$ cat config.mk
export PLATFORM = sky130hd
export DESIGN_NAME = phase_sequencer
export DESIGN_NICKNAME = d
export VERILOG_FILES = /design/src/rtl/phase_sequencer.sv
export SDC_FILE = /design/constraint.sdc
export NUM_CORES = 1
export LEC_CHECK = 0
export CORE_MARGIN = 4
export CORE_UTILIZATION = 42
export DETAILED_ROUTE_END_ITERATION = 16
export PLACE_DENSITY = 0.73
export SLEW_MARGIN = 20
export SYNTH_ARGS = -nofsm -noshare
export SYNTH_HDL_FRONTEND = slang
export SYNTH_SLANG_ARGS = --single-unit
$ cat constraint.sdc
create_clock -name clk -period 2 [get_ports clk]
set_input_delay 0.2 -clock clk [delete_from_list [all_inputs] [get_ports clk]]
set_output_delay 0.2 -clock clk [all_outputs]
set_load 0.005 [all_outputs]
$ cat src/rtl/phase_sequencer.sv
// phase_sequencer: multicycle CPU control sequencer.
// Steps each instruction through FETCH -> EXEC (OP_CYCLES deep) -> [MEM] -> WRITEBACK,
// with mem_ready wait states, an optional memory timeout, halting only between
// instructions, and a count of retired instructions.
module phase_sequencer #(
  parameter int OP_CYCLES   = 2,
  parameter int MEM_TIMEOUT = 0,
  parameter int CNT_W       = 32
) (
  input  logic             clk,
  input  logic             reset,
  input  logic             ra_mux_cont,
  input  logic             mem_ready,
  input  logic             halt_req,
  output logic             pc_en,
  output logic             instruct_en,
  output logic             mem_en,
  output logic             ra_mux,
  output logic [2:0]       state,
  output logic [CNT_W-1:0] retire_count,
  output logic             halted,
  output logic             mem_err
);

  typedef enum logic [2:0] {
    S_FETCH = 3'b000,
    S_EXEC  = 3'b001,
    S_MEM   = 3'b010,
    S_WB    = 3'b011,
    S_HALT  = 3'b100,
    S_START = 3'b111
  } state_t;

  localparam int EW = (OP_CYCLES > 1) ? $clog2(OP_CYCLES) : 1;
  localparam int WW = (MEM_TIMEOUT > 1) ? $clog2(MEM_TIMEOUT) : 1;
  localparam logic [EW-1:0] EXEC_LAST = EW'(OP_CYCLES - 1);
  localparam logic [WW-1:0] WAIT_LAST = WW'((MEM_TIMEOUT > 0) ? MEM_TIMEOUT - 1 : 0);
  localparam bit            TO_EN     = (MEM_TIMEOUT > 0);

  state_t           r_state;
  state_t           w_next;
  logic [EW-1:0]    r_exec_cnt;
  logic [WW-1:0]    r_wait_cnt;
  logic [CNT_W-1:0] r_retire;
  logic             r_mem_err;
  logic             w_timeout;
  logic             w_mem_wait;

  // A memory wait cycle: FETCH or MEM with no completion this cycle.
  assign w_mem_wait = ((r_state == S_FETCH) || (r_state == S_MEM)) && !mem_ready;

  // Next-state and strobe decode; mem_ready always beats the timeout in the same cycle.
  always_comb begin
    w_next      = r_state;
    pc_en       = 1'b0;
    instruct_en = 1'b0;
    mem_en      = 1'b0;
    ra_mux      = 1'b0;
    w_timeout   = 1'b0;
    case (r_state)
      S_START: w_next = S_FETCH;
      S_FETCH: begin
        mem_en      = 1'b1;
        instruct_en = mem_ready;
        if (mem_ready) begin
          w_next = S_EXEC;
        end else if (TO_EN && (r_wait_cnt == WAIT_LAST)) begin
          w_timeout = 1'b1;
          w_next    = S_HALT;
        end
      end
      S_EXEC: begin
        if (r_exec_cnt == EXEC_LAST) w_next = ra_mux_cont ? S_MEM : S_WB;
      end
      S_MEM: begin
        mem_en = 1'b1;
        ra_mux = 1'b1;
        if (mem_ready) begin
          w_next = S_WB;
        end else if (TO_EN && (r_wait_cnt == WAIT_LAST)) begin
          w_timeout = 1'b1;
          w_next    = S_HALT;
        end
      end
      S_WB: begin
        pc_en  = 1'b1;
        mem_en = ra_mux_cont;
        ra_mux = ra_mux_cont;
        w_next = halt_req ? S_HALT : S_FETCH;
      end
      S_HALT: begin
        if (!r_mem_err && !halt_req) w_next = S_FETCH;
      end
      default: w_next = S_FETCH;
    endcase
  end

  // State register.
  always_ff @(posedge clk or posedge reset) begin
    if (reset) r_state <= S_START;
    else       r_state <= w_next;
  end

  // EXEC depth counter and memory wait counter; both clear whenever their phase ends.
  always_ff @(posedge clk or posedge reset) begin
    if (reset) begin
      r_exec_cnt <= '0;
      r_wait_cnt <= '0;
    end else begin
      r_exec_cnt <= ((r_state == S_EXEC) && (r_exec_cnt != EXEC_LAST)) ? r_exec_cnt + 1'b1 : '0;
      r_wait_cnt <= (w_mem_wait && (w_next == r_state)) ? r_wait_cnt + 1'b1 : '0;
    end
  end

  // Retire counter (wraps) and sticky timeout flag.
  always_ff @(posedge clk or posedge reset) begin
    if (reset) begin
      r_retire  <= '0;
      r_mem_err <= 1'b0;
    end else begin
      if (r_state == S_WB) r_retire <= r_retire + 1'b1;
      if (w_timeout)       r_mem_err <= 1'b1;
    end
  end

  assign state        = r_state;
  assign retire_count = r_retire;
  assign halted       = (r_state == S_HALT);
  assign mem_err      = r_mem_err;

endmodule

After elaboration in Yosys (flattened, before gate mapping):

Cells that the tools add are included.

* register bits: 36
* bits of input ports: 5
* output and inout bits: 41
* word-level logic and storage cells: 31

* add/sub/neg operators: 2
* equal/unequal tests: 8
* multiplexer cells: 12
* bitwise logic cells: 1
* reduce and logical (&&, ||, !) cells: 5

Operators by type and width (count)
* adder 32 x 1 -> 32 bit, second input constant: 1
* 2-to-1 mux 3 bit: 5
* one-hot mux 3 bit (5 select lines): 1
* == test 3 x 2 -> 1 bit, second input constant: 2
* != test 2 bit, second input constant: 3
* 2-to-1 mux 1 bit: 4
* one-hot mux 1 bit (2 select lines): 2
* AND reduction 4 bit: 1
* == test 3 x 1 -> 1 bit, second input constant: 1
* == test 3 bit, second input constant: 1
* zero test 3 bit: 1
* != test 2 x 1 -> 1 bit, second input constant: 1
* OR reduction 2 bit: 1
* adder 1 bit, second input constant: 1
* logical AND 1 bit: 1
* zero test 1 bit: 1
* inverter 1 bit: 1

Logic depth before layout (Yosys ltp):

* depth after elaboration: 3
* mapped depth: 6

Worst setup path before layout:

Ideal clock, no wire load.

* path type: reg2reg
* start: reg r_state[0] (netlist: state[0])
* end: reg r_retire[26] (netlist: retire_count[26])
* library setup time: 0.124 ns
* data arrival time: 1.646 ns
* required time: 1.876 ns
* path slack: 0.230 ns
* cell stages (with the launch flop): 6
* period minus slack after synthesis: 1.770 ns
* cells stage by stage: dfstp_2 buf_2 nand4b_1 nor4_4 nand4_1 xnor2_1

* cells in the longest elaborated chain, start to end: 1

RTL lines
* from (decl): RTL line 40 `state_t r_state;`
* from (signal assigned): RTL line 101 `else r_state <= w_next;`
* == test 3 x 2 -> 1 bit: RTL line 121 `if (r_state == S_WB) r_retire <= r_retire + 1'b1;`
* to (signal assigned): RTL line 121
* to (decl): RTL line 44 `logic [CNT_W-1:0] r_retire;`

No other way between the ends.
A chain may end at the register's enable or synchronous reset.

Final worst setup path:

* start: reg r_state[2] (netlist: state[2])
* end: out halted

* cells in the longest elaborated chain, start to end: 1

RTL lines
* == test 3 bit: RTL line 128 `assign halted = (r_state == S_HALT);`
* to (decl): RTL line 21 `output logic halted,`

No other way between the ends.

==> flow_summary.toml <==
[status]
outcome = "complete, no violations"

[floorplanning]
design.core.area_sq_um = 4090
die_x_microns = 73.6
fp-row-count = 23
io_pins = 46
die_height_microns = 73.6
start_util = 0.442
die-area_sq_um = 5410

[finish]
n_antenna_cell = 0
stdcell_count = 257
fin_util = 0.588
drive_gt1_frac = 0.155
area_delta_synth_final_pct = 33.0
nets = 212

[sta]
clock_skew_ns = 0.00325
min_period_ns = 1.88
setup_viol_count_final = 0
rsz0062_at_grt = "no"
timing.fmax_mhz = 532
maxSlewViolCount = 0
setup_tns_ns = 0
hold_viol_final = 0
worst_slack_ns = 0.120
fin_crit_sh = 0.940

[global_routing]
grt_max_degree = 14
grtUsageTotal = 0.165
grt_pass1_vias = 1436
grt_pass1_wl_mm = 6.76
grt_overflow = 0
antenna_found_initial = 0

[power]
seq_power_share = 0.499
switching_share = 0.284
p_switching_mw = 0.544
power_mw = 1.92
p_int_mw = 1.37
p_per_area_nw_per_um2 = 798
p_comb_frac = 0.222
clockPowerShare = 0.279
ir_worst_vdd_v = 0.000675
power_leakage_nw = 1.09

[placement]
port_buffers = 44
dp_slack_ns = 0.0518
place.gp.congestion = 0.725
dp.cells = 247
hpwl_mm = 2.92

[min_path]
hp-class = "in -> async"

[clock_network]
path_clk_slew_ns = 0.07
ctsHtreeMaxLevel = 2
cts_tree = "built"
cts_root_buffer = "clkbuf_8"
clockBufferDepth = 2
ctsHoldBuffers = 0
clkLatencyLatePin_ns = 0.29
tritoncts.num_buffers = 5
clock-sinks = 36

[route]
routed_wl_mm = 3.92
vias = 1346
routed_via_density = 5.24
firstDrtPassIters = 4
route.detailed.drc = 0
first_iter_violations = 49
ant_nets = 0
wire_per_inst_microns = 15.2

[logic_synthesis]
synth_top_area_share = 0.457
synth_nets = 162
ys_types = 41
synth_edf_count = 0
synth.avg_cell_area_sq_um = 11.6
netlist_area_sq_um = 1810
ys_top_cells_by_area = "dfrtp_1 46%, xnor2_1 7.8%, xor2_1 7.3%"
synth_seq_area_share = 0.501
yosys_register_bits = 36
synth_flop_cell = "dfrtp_1"
synth_top_area_cell = "dfrtp_1"
async_flop_share = 1.00
syn_inst = 156
synth_warnings = 0

[job]
drv_cap = 0

[setup_path]
worst_setup_path_start_kind = "flop"
path_max_fanout = 11
critPathRequiredTime_ns = 1.80
cp.arrival_ns = 1.68
endpoint_kind = "output pin"
critPathKind = "reg -> out"
## layout by cell type (no fill, tap or decap), types with 3 or more instances in the layout
cell / synthesis / routed
nor4_4: 3 / 3
xnor2_1: 16 / 16
dfstp_2: 3 / 3
clkdlybuf4s50_1: 0 / 43
nand4_1: 9 / 9
nor3_1: 4 / 4
nand2_1: 13 / 13
nand3_1: 7 / 7
clkbuf_8: 1 / 6
inv_1: 4 / 4
a21oi_1: 3 / 3
nor2_1: 5 / 5
nand3b_1: 4 / 4
nor4_1: 3 / 3
buf_4: 1 / 6
xor2_1: 15 / 15
dfrtp_1: 33 / 33
## state kept, by name, indices dropped and copies added (netlist names)
name	cells
retire_count	32
state	3
r_exec_cnt	1
## final timing paths
path	from	end	slack [ns]	cells past startpoint
setup reg to reg	state[0]$_DFFE_PP1P_	retire_count[14]$_DFFE_PP0N_	0.17	4
setup / recovery	state[2]$_DFFE_PP1P_	halted	0.12	2
min in group clk	halt_req	state[2]$_DFFE_PP1P_	0.41	2
max in group asynchronous	reset	retire_count[26]$_DFFE_PP0N_	1.22	3
hold / removal	reset	retire_count[2]$_DFFE_PP0N_	0.23	2
hold reg to reg	retire_count[31]$_DFFE_PP0N_	retire_count[31]$_DFFE_PP0N_	0.46	1
## metal layers
| layer | vias up | part of all wire | GRT usage | wire length (microns) |
|---|---|---|---|---|
| met5 | - | 0 | 0 | 0 |
| met4 | 0 | 0.020 | 0.0724 | 78 |
| met3 | 7 | 0.068 | 0.0506 | 266 |
| met2 | 44 | 0.51 | 0.278 | 1980 |
| met1 | 651 | 0.41 | 0.194 | 1590 |
| li1 | 644 | - | - | - |
## kinds of logic after synthesis
kind of cell / synth area share
fa+ha+maj: 0.00692
buf+inv: 0.0367
xor+xnor: 0.150
other cells: 0.00208
compound gates: 0.0125
simple gates: 0.279
mux: 0.0118
flops: 0.501
## stage by stage
step	hold WS [ns]	instance area, sq um
global placement	0.454	2290
global route	0.287	2400
detailed placement	0.459	2290
finish	0.232	2400
floorplan	0.288	1810
CTS	0.251	2380
## synthesized netlist by cell type, types with 2 or more instances
| cell | number |
|---|---|
| a21oi_1 | 3 |
| and4_1 | 2 |
| buf_2 | 3 |
| dfrtp_1 | 33 |
| dfstp_2 | 3 |
| inv_1 | 4 |
| nand2_1 | 13 |
| nand3_1 | 7 |
| nand3b_1 | 4 |
| nand4_1 | 9 |
| nand4_2 | 2 |
| nor2_1 | 5 |
| nor3_1 | 4 |
| nor3_2 | 2 |
| nor3b_1 | 2 |
| nor4_1 | 3 |
| nor4_4 | 3 |
| nor4b_1 | 2 |
| xnor2_1 | 16 |
| xor2_1 | 15 |
## final cells by class
class	instances	area, sq um
fillers	347	1680
flip-flops and latches	36	905
multi-input cells	109	841
repair buffers	50	488
clock buffers	6	82.6
well taps	50	62.6
inverters	4	15.0
clock inverters	2	10.0
## what timing repair did
action                                  4_1_cts  5_1_grt
endpoints found under the setup margin        0       10
resized for setup                             0        2
endpoints found under the hold margin         0        0
setup buffers                                 0        2
## worst max-delay path: stages (launching register included)
cell and delay [ns]:
dfstp_2 0.63, nor3b_2 0.22, clkdlybuf4s50_1 0.54
## power by group through the flow
stage	registers (mW)	clock network, mW	logic [mW]
2_1_floorplan	0.902	0	0.230
3_3_place_gp	0.956	0	0.415
3_5_place_dp	0.966	0	0.421
4_1_cts	0.955	0.556	0.426
5_1_grt	0.978	0.577	0.471
6_report	0.957	0.535	0.425
Power figures use the tool's default switching activity.
==> patch, RTL diff (same settings) <==
Change the parameter `OP_CYCLES` from 2 to 1.
--- a/src/rtl/phase_sequencer.sv
+++ b/src/rtl/phase_sequencer.sv
@@ -3,7 +3,7 @@
 // with mem_ready wait states, an optional memory timeout, halting only between
 // instructions, and a count of retired instructions.
 module phase_sequencer #(
-  parameter int OP_CYCLES   = 2,
+  parameter int OP_CYCLES   = 1,
   parameter int MEM_TIMEOUT = 0,
   parameter int CNT_W       = 32
 ) (
Function: changed (a bounded check fails within 4 cycles, from zero or initial values and one cycle with reset high).
==> patch against the original RTL <==
Routed wire length is 3.9% lower. Total power is 1.5% lower. Cell area is 4.2% lower. Sequential cell count stayed put. Die area is 6.7% lower. Cell count is 1.2% lower. Synthesized area is 7.5% lower. Setup slack worse by 0.015 ns. Critical path depth is 2 higher. Critical endpoint is now retire_count[19]$_DFFE_PP0N_. Largest cell class unchanged.
==> patch: results (changes against the original RTL) <==
Status
  – Outcome: finished, final reports clean

Placed design
  – Post-DP Area: 2190 sq um (-4.3%)
  – Post-DP HPWL: 2.84 mm (-2.9%)
  – Placed cell count: 246 (-0.40%)
  – Routability cong.: 0.775 (+7.0%)

Final layout
  – Layout cell share with drive strength beyond 1: 11.2% (-4.3 points)

Setup path
  – Slowest CP cell: dfstp_2
  – Max Fanout on Critical Path: 8 (-3)
  – Arr. time, crit path: 2.11 ns (+0.43 ns)

Detailed routing
  – Vias: 1334 (-0.89%)
  – Via density: 5.25 (+0.28%)
  – WL/cell: 14.8 microns (-2.8%)
  – Initial drt markers: 43 (-12%)

Yosys
  – Top cells by count, synth: 33 x dfrtp_1, 26 x xnor2_1, 15 x nand2_1
  – Post-synth cell types: 27 (-34%)
  – Area contributors post-synth: dfrtp_1 49%, xnor2_1 14%, nand4_1 5.2%
  – Yosys warns: 0 (unchanged)
  – Post-Syn Instances: 152 (-2.6%)
  – Register area share after synthesis: 54.2% (+4.1 points)

Global route
  – Total global-route track usage: 16.1% (-0.49 points)
  – Largest net degree at the start of global routing: 24 (+10)
  – Global-route wire length before repair: 6.36 mm (-5.8%)
  – Vias in the first global route: 1433 (-0.21%)

Power and ir drop
  – Static Leak: 1.01 nW (-6.9%)
  – Peak supply drop: 0.000609 V (-9.7%)
  – Internal power: 1.38 mW (+0.60%)

STA
  – Final Skew: 0.00517 ns (+0.00192 ns)
  – Max-Slew Margin vs Limit: 61.5%

Clocking
  – Cts bufs inserted: 5 (unchanged)
  – H-tree levels: 2 (unchanged)
patch: changes by cell type after synthesis, moves of 3 or more:
cell      change
nor3_1        +3
nand3b_1      -3
xor2_1       -10
buf_2         -3
inv_1         +4
xnor2_1      +10
nand4_1       +5
and3_1        +4
patch: timing repair:
item / CTS / global route
resized for setup: 1 / 2
buffers inserted: 0 / 1
setup endpoints to repair: 1 / 3
patch: path summary, 6_finish.rpt:
path                                         startpoint                      endpoint  slack [ns]  cells after the start
setup / recovery                   state[1]$_DFFE_PP1P_  retire_count[19]$_DFFE_PP0N_        0.11                      4
hold / removal                                    reset   retire_count[6]$_DFFE_PP0N_        0.29                      2
setup reg to reg                   state[1]$_DFFE_PP1P_  retire_count[19]$_DFFE_PP0N_        0.11                      4
hold reg to reg            retire_count[31]$_DFFE_PP0N_  retire_count[31]$_DFFE_PP0N_        0.48                      1
max in group asynchronous                         reset  retire_count[21]$_DFFE_PP0N_        1.19                      3
min in group clk                               halt_req          state[2]$_DFFE_PP1P_        0.43                      2
patch: layout make-up:
cell class,count,area [sq um]
Fill cell,326,1440
Sequential cell,36,905
Multi-Input combinational cell,105,711
Timing Repair Buffer,50,500
Clock buffer,7,96.3
Tap cell,48,60.1
Inverter,8,30.0
patch: worst max-delay path, delay by kind of cell, from the launching register on:
kind	cells	cell delay [ns]
xor+xnor	1	0.16
flops	1	0.62
simple gates	3	1.04
patch: logic make-up (layout without fill, tap and decap cells):
logic type	after synthesis	after routing	synth area share [%]
adder cells (fa/ha/maj)	1	1	0.749
other	1	2	0.225
AO/OA/AOI/OAI	6	6	2.55
XOR/XNOR	31	31	16.3
buffers and inverters	12	65	3.82
AND/OR/NAND/NOR	65	65	22.2
flip-flops	36	36	54.2
patch: power groups by stage:
stage / Combinational (mW) / Sequential, mW / Clock, mW
detailed placement: 0.421 / 0.923 / 0
global placement: 0.412 / 0.915 / 0
finish: 0.435 / 0.913 / 0.542
CTS: 0.426 / 0.916 / 0.562
floorplan: 0.206 / 0.898 / 0
global route: 0.481 / 0.924 / 0.591
patch: stage by stage:
step	power, mW	setup slack, ns	hold WS [ns]	utilization (%)
2_1_floorplan	1.10	0.111	0.288	-
3_3_place_gp	1.33	0.167	0.463	58.5
3_5_place_dp	1.34	0.108	0.467	58.5
4_1_cts	1.90	0.0179	0.306	61.2
5_1_grt	2.00	0.00876	0.337	61.5
6_report	1.89	0.106	0.286	61.5
patch: metal layers:
metal / part of all wire (%) / wire length, microns / up-vias / global-route usage [%]
li1: - / - / 625 / -
met1: 41 / 1560 / 662 / 18.3
met2: 51 / 1930 / 43 / 27.7
met3: 6.4 / 242 / 4 / 6.39
met4: 0.72 / 27 / 0 / 4.80
met5: 0 / 0 / - / 0
